===== config.mk =====
export PLATFORM = sky130hd
export DESIGN_NAME = debug_hex_scanner_flat
export DESIGN_NICKNAME = d
export VERILOG_FILES = /design/src/rtl/debug_hex_scanner_if.sv /design/src/rtl/debug_hex_scanner.sv /design/src/flat_wrapper.sv
export SDC_FILE = /design/constraint.sdc
export NUM_CORES = 1
export LEC_CHECK = 0
export ABC_AREA = 1
export BUFFER_PORTS_ARGS = -buffer_cell sky130_fd_sc_hd__buf_2
export CORE_UTILIZATION = 52
export DETAILED_ROUTE_END_ITERATION = 7
export HOLD_SLACK_MARGIN = 0.15
export PLACE_DENSITY = 0.79
export SLEW_MARGIN = 20
export SYNTH_ARGS = -nofsm -noshare
export SYNTH_HDL_FRONTEND = slang
export SYNTH_SLANG_ARGS = --single-unit

===== constraint.sdc =====
create_clock -name clk -period 2.75 [get_ports clk]
set_input_delay 0.275 -clock clk [delete_from_list [all_inputs] [get_ports clk]]
set_output_delay 0.275 -clock clk [all_outputs]
set_load 0.02 [all_outputs]

===== src/rtl/debug_hex_scanner_if.sv =====
// debug_hex_scanner_if: groups the debug bus inputs and the seven-segment
// drive outputs of debug_hex_scanner into one bundle.
// master = the side that drives the debug bus and watches the display,
// slave  = the scanner itself.
interface debug_hex_scanner_if;
  logic [63:0] debug_reg;
  logic [1:0]  page;
  logic        freeze;
  logic [6:0]  seg;
  logic        dp;
  logic [3:0]  an;
  logic        tick;

  modport master (
    output debug_reg, page, freeze,
    input  seg, dp, an, tick
  );

  modport slave (
    input  debug_reg, page, freeze,
    output seg, dp, an, tick
  );
endinterface


===== src/rtl/debug_hex_scanner.sv =====
// debug_hex_scanner: shows one 16-bit page of the 64-bit processor debug bus
// on a 4-digit multiplexed seven-segment display (all drives active-low).
// A free-running DIV_W-bit prescaler produces a registered wrap pulse (tick);
// each tick advances the digit index and re-registers an/seg/dp, so the
// display outputs only ever change on a tick edge.
// Optional feature macro: DEBUG_SCAN_BLANK_EN enables leading-zero blanking
// of digits 3..1 (digit 0 is always shown).
module debug_hex_scanner #(
  parameter int DIV_W = 16
) (
  input  logic                clk,
  input  logic                reset,
  debug_hex_scanner_if.slave  bus
);

  logic [DIV_W-1:0] div_q, div_d;
  logic             tick_q, tick_d;
  logic [1:0]       idx_q, idx_d;
  logic [15:0]      snap_q, snap_d;
  logic [3:0]       an_q, an_d;
  logic [6:0]       seg_q, seg_d;
  logic             dp_q, dp_d;
  logic [3:0]       nibble_s;
  logic             blank_s;

  // Hex nibble to active-low segment pattern, ordered {g,f,e,d,c,b,a}.
  function automatic logic [6:0] hex_decode(input logic [3:0] nib);
    logic [6:0] pat;
    case (nib)
      4'h0:    pat = 7'b1000000;
      4'h1:    pat = 7'b1111001;
      4'h2:    pat = 7'b0100100;
      4'h3:    pat = 7'b0110000;
      4'h4:    pat = 7'b0011001;
      4'h5:    pat = 7'b0010010;
      4'h6:    pat = 7'b0000010;
      4'h7:    pat = 7'b1111000;
      4'h8:    pat = 7'b0000000;
      4'h9:    pat = 7'b0010000;
      4'hA:    pat = 7'b0001000;
      4'hB:    pat = 7'b0000011;
      4'hC:    pat = 7'b1000110;
      4'hD:    pat = 7'b0100001;
      4'hE:    pat = 7'b0000110;
      4'hF:    pat = 7'b0001110;
      default: pat = 7'b1111111;
    endcase
    return pat;
  endfunction

  // Next-state logic: prescaler, snapshot, and per-tick digit output update.
  always_comb begin
    div_d    = div_q + {{(DIV_W-1){1'b0}}, 1'b1};
    tick_d   = &div_q;
    idx_d    = idx_q;
    an_d     = an_q;
    seg_d    = seg_q;
    dp_d     = dp_q;
    nibble_s = 4'h0;
    blank_s  = 1'b0;

    if (bus.freeze) begin
      snap_d = snap_q;
    end else begin
      snap_d = bus.debug_reg[{bus.page, 4'b0000} +: 16];
    end

    if (tick_q) begin
      // Outputs are registered for the new index, using snap as of this edge.
      idx_d    = idx_q + 2'd1;
      nibble_s = snap_q[{idx_d, 2'b00} +: 4];
`ifdef DEBUG_SCAN_BLANK_EN
      case (idx_d)
        2'd3:    blank_s = (snap_q[15:12] == 4'h0);
        2'd2:    blank_s = (snap_q[15:8]  == 8'h00);
        2'd1:    blank_s = (snap_q[15:4]  == 12'h000);
        default: blank_s = 1'b0;
      endcase
`else
      blank_s = 1'b0;
`endif
      dp_d = ~(bus.freeze && (idx_d == 2'd0));
      if (blank_s) begin
        an_d  = 4'b1111;
        seg_d = 7'b1111111;
      end else begin
        an_d  = ~(4'b0001 << idx_d);
        seg_d = hex_decode(nibble_s);
      end
    end else begin
      idx_d = idx_q;
    end
  end

  // State registers; idx resets to 3 so the first tick lands on digit 0.
  always_ff @(posedge clk or posedge reset) begin
    if (reset) begin
      div_q  <= '0;
      tick_q <= 1'b0;
      idx_q  <= 2'd3;
      snap_q <= 16'h0000;
      an_q   <= 4'b1111;
      seg_q  <= 7'b1111111;
      dp_q   <= 1'b1;
    end else begin
      div_q  <= div_d;
      tick_q <= tick_d;
      idx_q  <= idx_d;
      snap_q <= snap_d;
      an_q   <= an_d;
      seg_q  <= seg_d;
      dp_q   <= dp_d;
    end
  end

  assign bus.an   = an_q;
  assign bus.seg  = seg_q;
  assign bus.dp   = dp_q;
  assign bus.tick = tick_q;

endmodule


===== src/flat_wrapper.sv =====
// flat-port wrapper written by rule: the top's interface ports become plain ports
module debug_hex_scanner_flat 
#(
  parameter int DIV_W = 16
)
  (clk, reset, bus_debug_reg, bus_page, bus_freeze, bus_seg, bus_dp, bus_an, bus_tick);
  debug_hex_scanner_if bus_i ();
  input  logic clk;
  input  logic reset;
  input wire logic [$bits(bus_i.debug_reg)-1:0] bus_debug_reg;
  input wire logic [$bits(bus_i.page)-1:0] bus_page;
  input wire logic [$bits(bus_i.freeze)-1:0] bus_freeze;
  output wire logic [$bits(bus_i.seg)-1:0] bus_seg;
  output wire logic [$bits(bus_i.dp)-1:0] bus_dp;
  output wire logic [$bits(bus_i.an)-1:0] bus_an;
  output wire logic [$bits(bus_i.tick)-1:0] bus_tick;
  assign bus_i.debug_reg = bus_debug_reg;
  assign bus_i.page = bus_page;
  assign bus_i.freeze = bus_freeze;
  assign bus_seg = bus_i.seg;
  assign bus_dp = bus_i.dp;
  assign bus_an = bus_i.an;
  assign bus_tick = bus_i.tick;
  debug_hex_scanner #(.DIV_W(DIV_W)) u_core (.clk(clk), .reset(reset), .bus(bus_i));
endmodule

### Word-level counts from Yosys, hierarchy flattened

Memory sizes are Yosys's and may differ from the RTL's. A register that Yosys moved wholly into a read port is not among the register bits.
Cells that the tools add are included.

* $add $sub $neg: 2
* shifts and indexed selects: 3
* bitwise gates (word level): 2
* reduce and logical (&&, ||, !) cells: 3

Operator list (count)
* 64-bit by 7-bit indexed part select with 16-bit output: 1
* 16-bit by 1-bit adder with 16-bit output (second input constant): 1
* 16-bit AND reduction: 1
* 16-bit by 5-bit indexed part select with 4-bit output: 1
* 4-bit NOT: 1
* 1-bit by 2-bit left shift with 4-bit output (first input constant): 1
* 2-bit by 1-bit adder with 2-bit output (second input constant): 1
* 2-bit logical NOT: 1
* 1-bit logical AND: 1
* 1-bit NOT: 1

* register bits: 40
* memory bits (read-only): 112
* input port bits: 69
* output and inout bits: 13
* word-level logic and storage cells: 17
* memories: 1

Memory list
* (no name shown): words 16, width 7, rd ports 1, clocked after memory_dff 1, write ports 0, line debug_hex_scanner.sv:29 `case (nib)`

### Logic depth before layout (Yosys ltp)

* depth after elaboration: 4
* gate-level depth with buffers: 14
* mapped depth without buffers: 13

### Worst setup path after synthesis

OpenSTA, ideal clock, no wires.

* kind: reg2reg
* start: register u_core.idx_q[0]
* end: register u_core.seg_q[3] (netlist: u_core.bus.seg[3])
* setup time: 76 ps
* data arrival time: 2074 ps
* data required time: 2674 ps
* slack: 601 ps
* stages on the path, launching flop included: 15
* buffers on the path: 1
* period minus slack after synthesis: 2149 ps
* cells stage by stage: dfstp_2 buf_6 inv_6 ha_1 inv_2 nand3_1 nand2_1 inv_1 ha_1 nand3_1 nand2_1 nand2_1 nand2_1 nand2_1 nand2_1

* longest elaborated chain between the ends: 2

RTL lines
* start: declaration: line debug_hex_scanner.sv:18 `logic [1:0] idx_q, idx_d;`
* start signal: assignment: line debug_hex_scanner.sv:108 `idx_q <= idx_d;`
* 2-bit by 1-bit adder with 2-bit output: line debug_hex_scanner.sv:70 `idx_d = idx_q + 2'd1;`
* 16-bit by 5-bit indexed part select with 4-bit output: line debug_hex_scanner.sv:71 `nibble_s = snap_q[{idx_d, 2'b00} +: 4];`
* end: declaration: line debug_hex_scanner.sv:21 `logic [6:0] seg_q, seg_d;`

No other way between the ends.
A chain may end at the register's enable or synchronous reset.

### Worst setup path in the final report

* start: register u_core.idx_q[0]
* end: register u_core.seg_q[5] (netlist: u_core.bus.seg[5])

Same word-level chain as after synthesis.

==> metrics.md <==
| Metric | Value |
|---|---|
| Status | `complete, no violations` |
| Critical Path AT | `approximately 2.6 ns` |
| Startpoint types | `flop` |
| Sw frac | `27.55%` |
| Comb power frac | `about 17%` |
| Synthesized Nets | `between 400 and 500` |
| Die ar. | `approximately 0.0057 mm^2` |
| Maximum clock rate | `424.4 MHz` |
| Crit path capture type | `flop` |
| Mean routed wirelength per cell | `approximately 11 um` |
| Final Setup Violations | `0` |
| Crit Path Category | `flop to flop` |
| Worst R2R Start | `u_core.idx_q[0]$_DFFE_PP1P_` |
| Switching Power | `between 0.3 and 0.4 mW` |
| Grt ovf | `0` |
| H-tree Lvls | `2` |
| VDD IR max | `187.2 uV` |
| Hold-critical path depth | `2` |
| Crit-path max FO | `12` |
| Synth Area per Inst | `7.767 um^2` |
| Root buffer cell | `clkbuf_8` |
| Clock Power Share | `30.8%` |
| Leak pwr | `between 1.5 and 2 nW` |
| PnR worst setup slack | `slightly below 0.4 ns` |
| Setup TNS | `0 ns` |
| Vias in the first global route | `2185` |
| HP Start | `bus_freeze` |
| Share of cells above drive strength 1 | `29.36%` |
| Port Buffers | `81` |
| Filler cell count | `501` |
| Period utilisation layout | `a little under nine tenths` |
| Worst slew margin | `a little over a third` |
| Critical path's top delay family | `flip-flops` |
| Drt pass-1 iters | `4` |
| Async set-reset flop share out of synthesis | `between 90% and 100%` |
| Seq pwr share | `between 50% and 60%` |
| Clock buffer depth | `2` |
| Setup slack after placement | `about 0.4 ns` |
| Final Hold Fails | `0` |
| Critical Path Source | `u_core.idx_q[0]$_DFFE_PP1P_` |
| PD cells | `between 400 and 500 mW/mm^2` |
| Top_reg_cell synth | `dfrtp_1` |
| GRT Resource Usage Total | `about 22%` |
| Final WL | `5.812 mm` |
| IO Count | `between 80 and 90` |
| Synth Warn # | `0` |
| Number of enable flip-flop cells after synthesis | `0` |
| Initial antenna violation count | `0` |
| CTS resizes | `0` |
| Crit path largest cell delay | `0.69 ns` |
| CTS tree | `built` |
| Sequential area share after synthesis | `a little over two fifths` |
| Initial core utilization | `between 50% and 60%` |
| Site Rows | `26` |
| WP depth | `11` |
| Largest net degree at the start of global routing | `33` |
| Crit-path cells | `inv_6 > ha_1 > inv_2 > nand3_1 > nand2_2 > inv_1 > ha_1 > nand3_1 > a21oi_1 > o21ai_1 > nand2_1` |
| Clk_skew | `~0.0073 ns` |
| Post-Layout Cell Count | `between 500 and 600` |
| Worst hold slack | `around 0.18 ns` |
| Post-DR vias/cell | `just under 5` |
| Post-Syn Area | `between 0.002 and 0.003 mm^2` |
| Final ANT Viol Nets | `0` |
| Slew Limit Fails | `0` |
| CTS Sinks | `47` |
| Post-placement cell count | `~500` |
| Post CTS Setup Buffer Count | `0` |
| P_int | `1.025 mW` |
| Mapped Cells | `between 300 and 400` |
| Routability cong. | `roughly 0.88` |
| N_diodes | `0` |
| Die Y | `~75 um` |
| Core area | `between 0.005 and 0.006 mm^2` |
| Max Cap Viol | `0` |
| Die width | `75.43 um` |
| Nets | `between 500 and 600` |
| Initial DRC Count | `96` |
| Worst-Skew Late Latency | `0.30 ns` |
| HP Class | `input pin to flop` |
| Min cycle time layout | `2.356 ns` |
| Wire length of the first global-routing pass | `around 9.5 mm` |
| Worst reg-to-reg path cell count | `11` |
| Synth cell types | `30` |
| Crit-path slowest cell | `dfstp_2` |
| CTS clock-pin slew for the worst setup and hold paths | `~0.09 ns` |
| RSZ-0062 raised after global routing | `no` |
| Drt drc | `0` |
| Area Growth Syn to Fin | `19.05%` |
| Util after Layout | `64.95%` |
| Total CTS buffers | `5` |
| Critical path required time | `around 3.0 ns` |
| DP Wirelength | `roughly 4.5 mm` |
| #FFs+latches synth | `47` |
| Worst Max-Slew Pin Slew | `0.9473 ns` |
| CP bufs+invs | `3` |
| DR vias | `around 2.5k` |
## path summary, 6_finish.rpt
kind                                                 endpoint  slack (ns)
worst max-delay path            u_core.bus.seg[5]$_DFFE_PP1P_        0.39
worst min-delay path                u_core.bus.dp$_DFFE_PP1P_        0.18
worst max register to register  u_core.bus.seg[5]$_DFFE_PP1P_        0.39
worst min register to register     u_core.div_q[15]$_DFF_PP0_        0.47
max in group asynchronous       u_core.bus.seg[6]$_DFFE_PP1P_        1.36
min in group asynchronous           u_core.div_q[0]$_DFF_PP0_        0.60
## state kept, by name, summed over array words and instances, names as in the netlist
register         flops
u_core.snap_q       16
u_core.div_q        16
u_core.bus.seg       7
u_core.idx_q         2
u_core.bus.dp        1
u_core.bus.an        4
u_core.bus.tick      1
## metal layers
metal  track usage, %  routed length (um)  vias up
met1            29.89                2790     1069
met5                0                   0        -
met3            3.968                 295        7
li1                 -                   -     1310
met2            35.91                2640       98
met4            7.407                  85        0
## synth_stat cells (6+ instances only)
library cell | count | share of area, %
clkbuf_1 | 9 | 1.2
dfrtp_1 | 33 | 29
nand3_1 | 19 | 3.4
ha_1 | 11 | 4.9
a31oi_1 | 15 | 3.3
inv_1 | 16 | 2.1
buf_2 | 6 | 1.1
o21ai_0 | 38 | 6.8
nor2_1 | 81 | 11
nand2_1 | 70 | 9.4
dfstp_2 | 14 | 13
xor2_1 | 10 | 3.1
## power groups by stage
stage	registers, mW	logic, mW	clock network [mW]
2_1_floorplan	0.743	0.163	0
3_3_place_gp	0.750	0.235	0
3_5_place_dp	0.751	0.240	0
4_1_cts	0.738	0.241	0.443
5_1_grt	0.742	0.276	0.470
6_report	0.738	0.241	0.436
## per-stage QoR
stage,cell area [um^2],power (mW)
floorplan,2804,0.9060
global placement,3229,0.9853
detailed placement,3229,0.9911
CTS,3338,1.423
global route,3338,1.488
finish,3338,1.414
## repair_timing
item / in CTS / in global routing
endpoints found under the hold margin: 24 / 0
hold buffers: 1 / 0
endpoints found under the setup margin: 0 / 0
## worst register-to-register path, delay by kind of cell, from the launching register on
family | cells | cell delay, ns
AOI/OAI and AO/OA | 2 | 0.21
and+or+nand+nor | 4 | 0.43
adders and majority gates | 2 | 0.66
buffers and inverters | 3 | 0.31
DFF | 1 | 0.69
## cell families after synthesis
group | share of synthesized area (%)
and+or+nand+nor | 30.21
adders and majority gates | 4.908
AOI/OAI and AO/OA | 11.91
DFF | 42.57
xor gates and xnor gates | 4.373
buffers and inverters | 6.024
## layout by cell type, fill, tap and decap left out, types with 2 or more instances in the layout
master	instances
nor2_1	81
inv_1	15
nand2_4	2
inv_2	3
buf_4	2
clkbuf_8	6
nand3_4	2
xnor2_1	4
dfstp_2	14
a21oi_1	5
buf_2	81
nor2_4	2
dfrtp_1	33
nor2_2	2
a31oi_1	15
ha_1	11
o21ai_0	38
nand2_1	70
nand3_1	19
o22ai_1	2
nand3_2	3
nor3b_2	2
xor2_1	10
nand2_2	5
## final cells by class
| type | count | area (um^2) | area share (%) |
|---|---|---|---|
| flip-flops and latches | 47 | 1194 | 35.76 |
| multi-input cells | 276 | 1441 | 43.18 |
| well taps | 70 | 87.58 | 2.624 |
| clock inverters | 2 | 16.27 | 0.4873 |
| repair buffers | 84 | 430.4 | 12.89 |
| inverters | 21 | 86.33 | 2.586 |
| clock buffers | 6 | 82.58 | 2.474 |
Note: power is estimated with default switching activity, not from simulation.
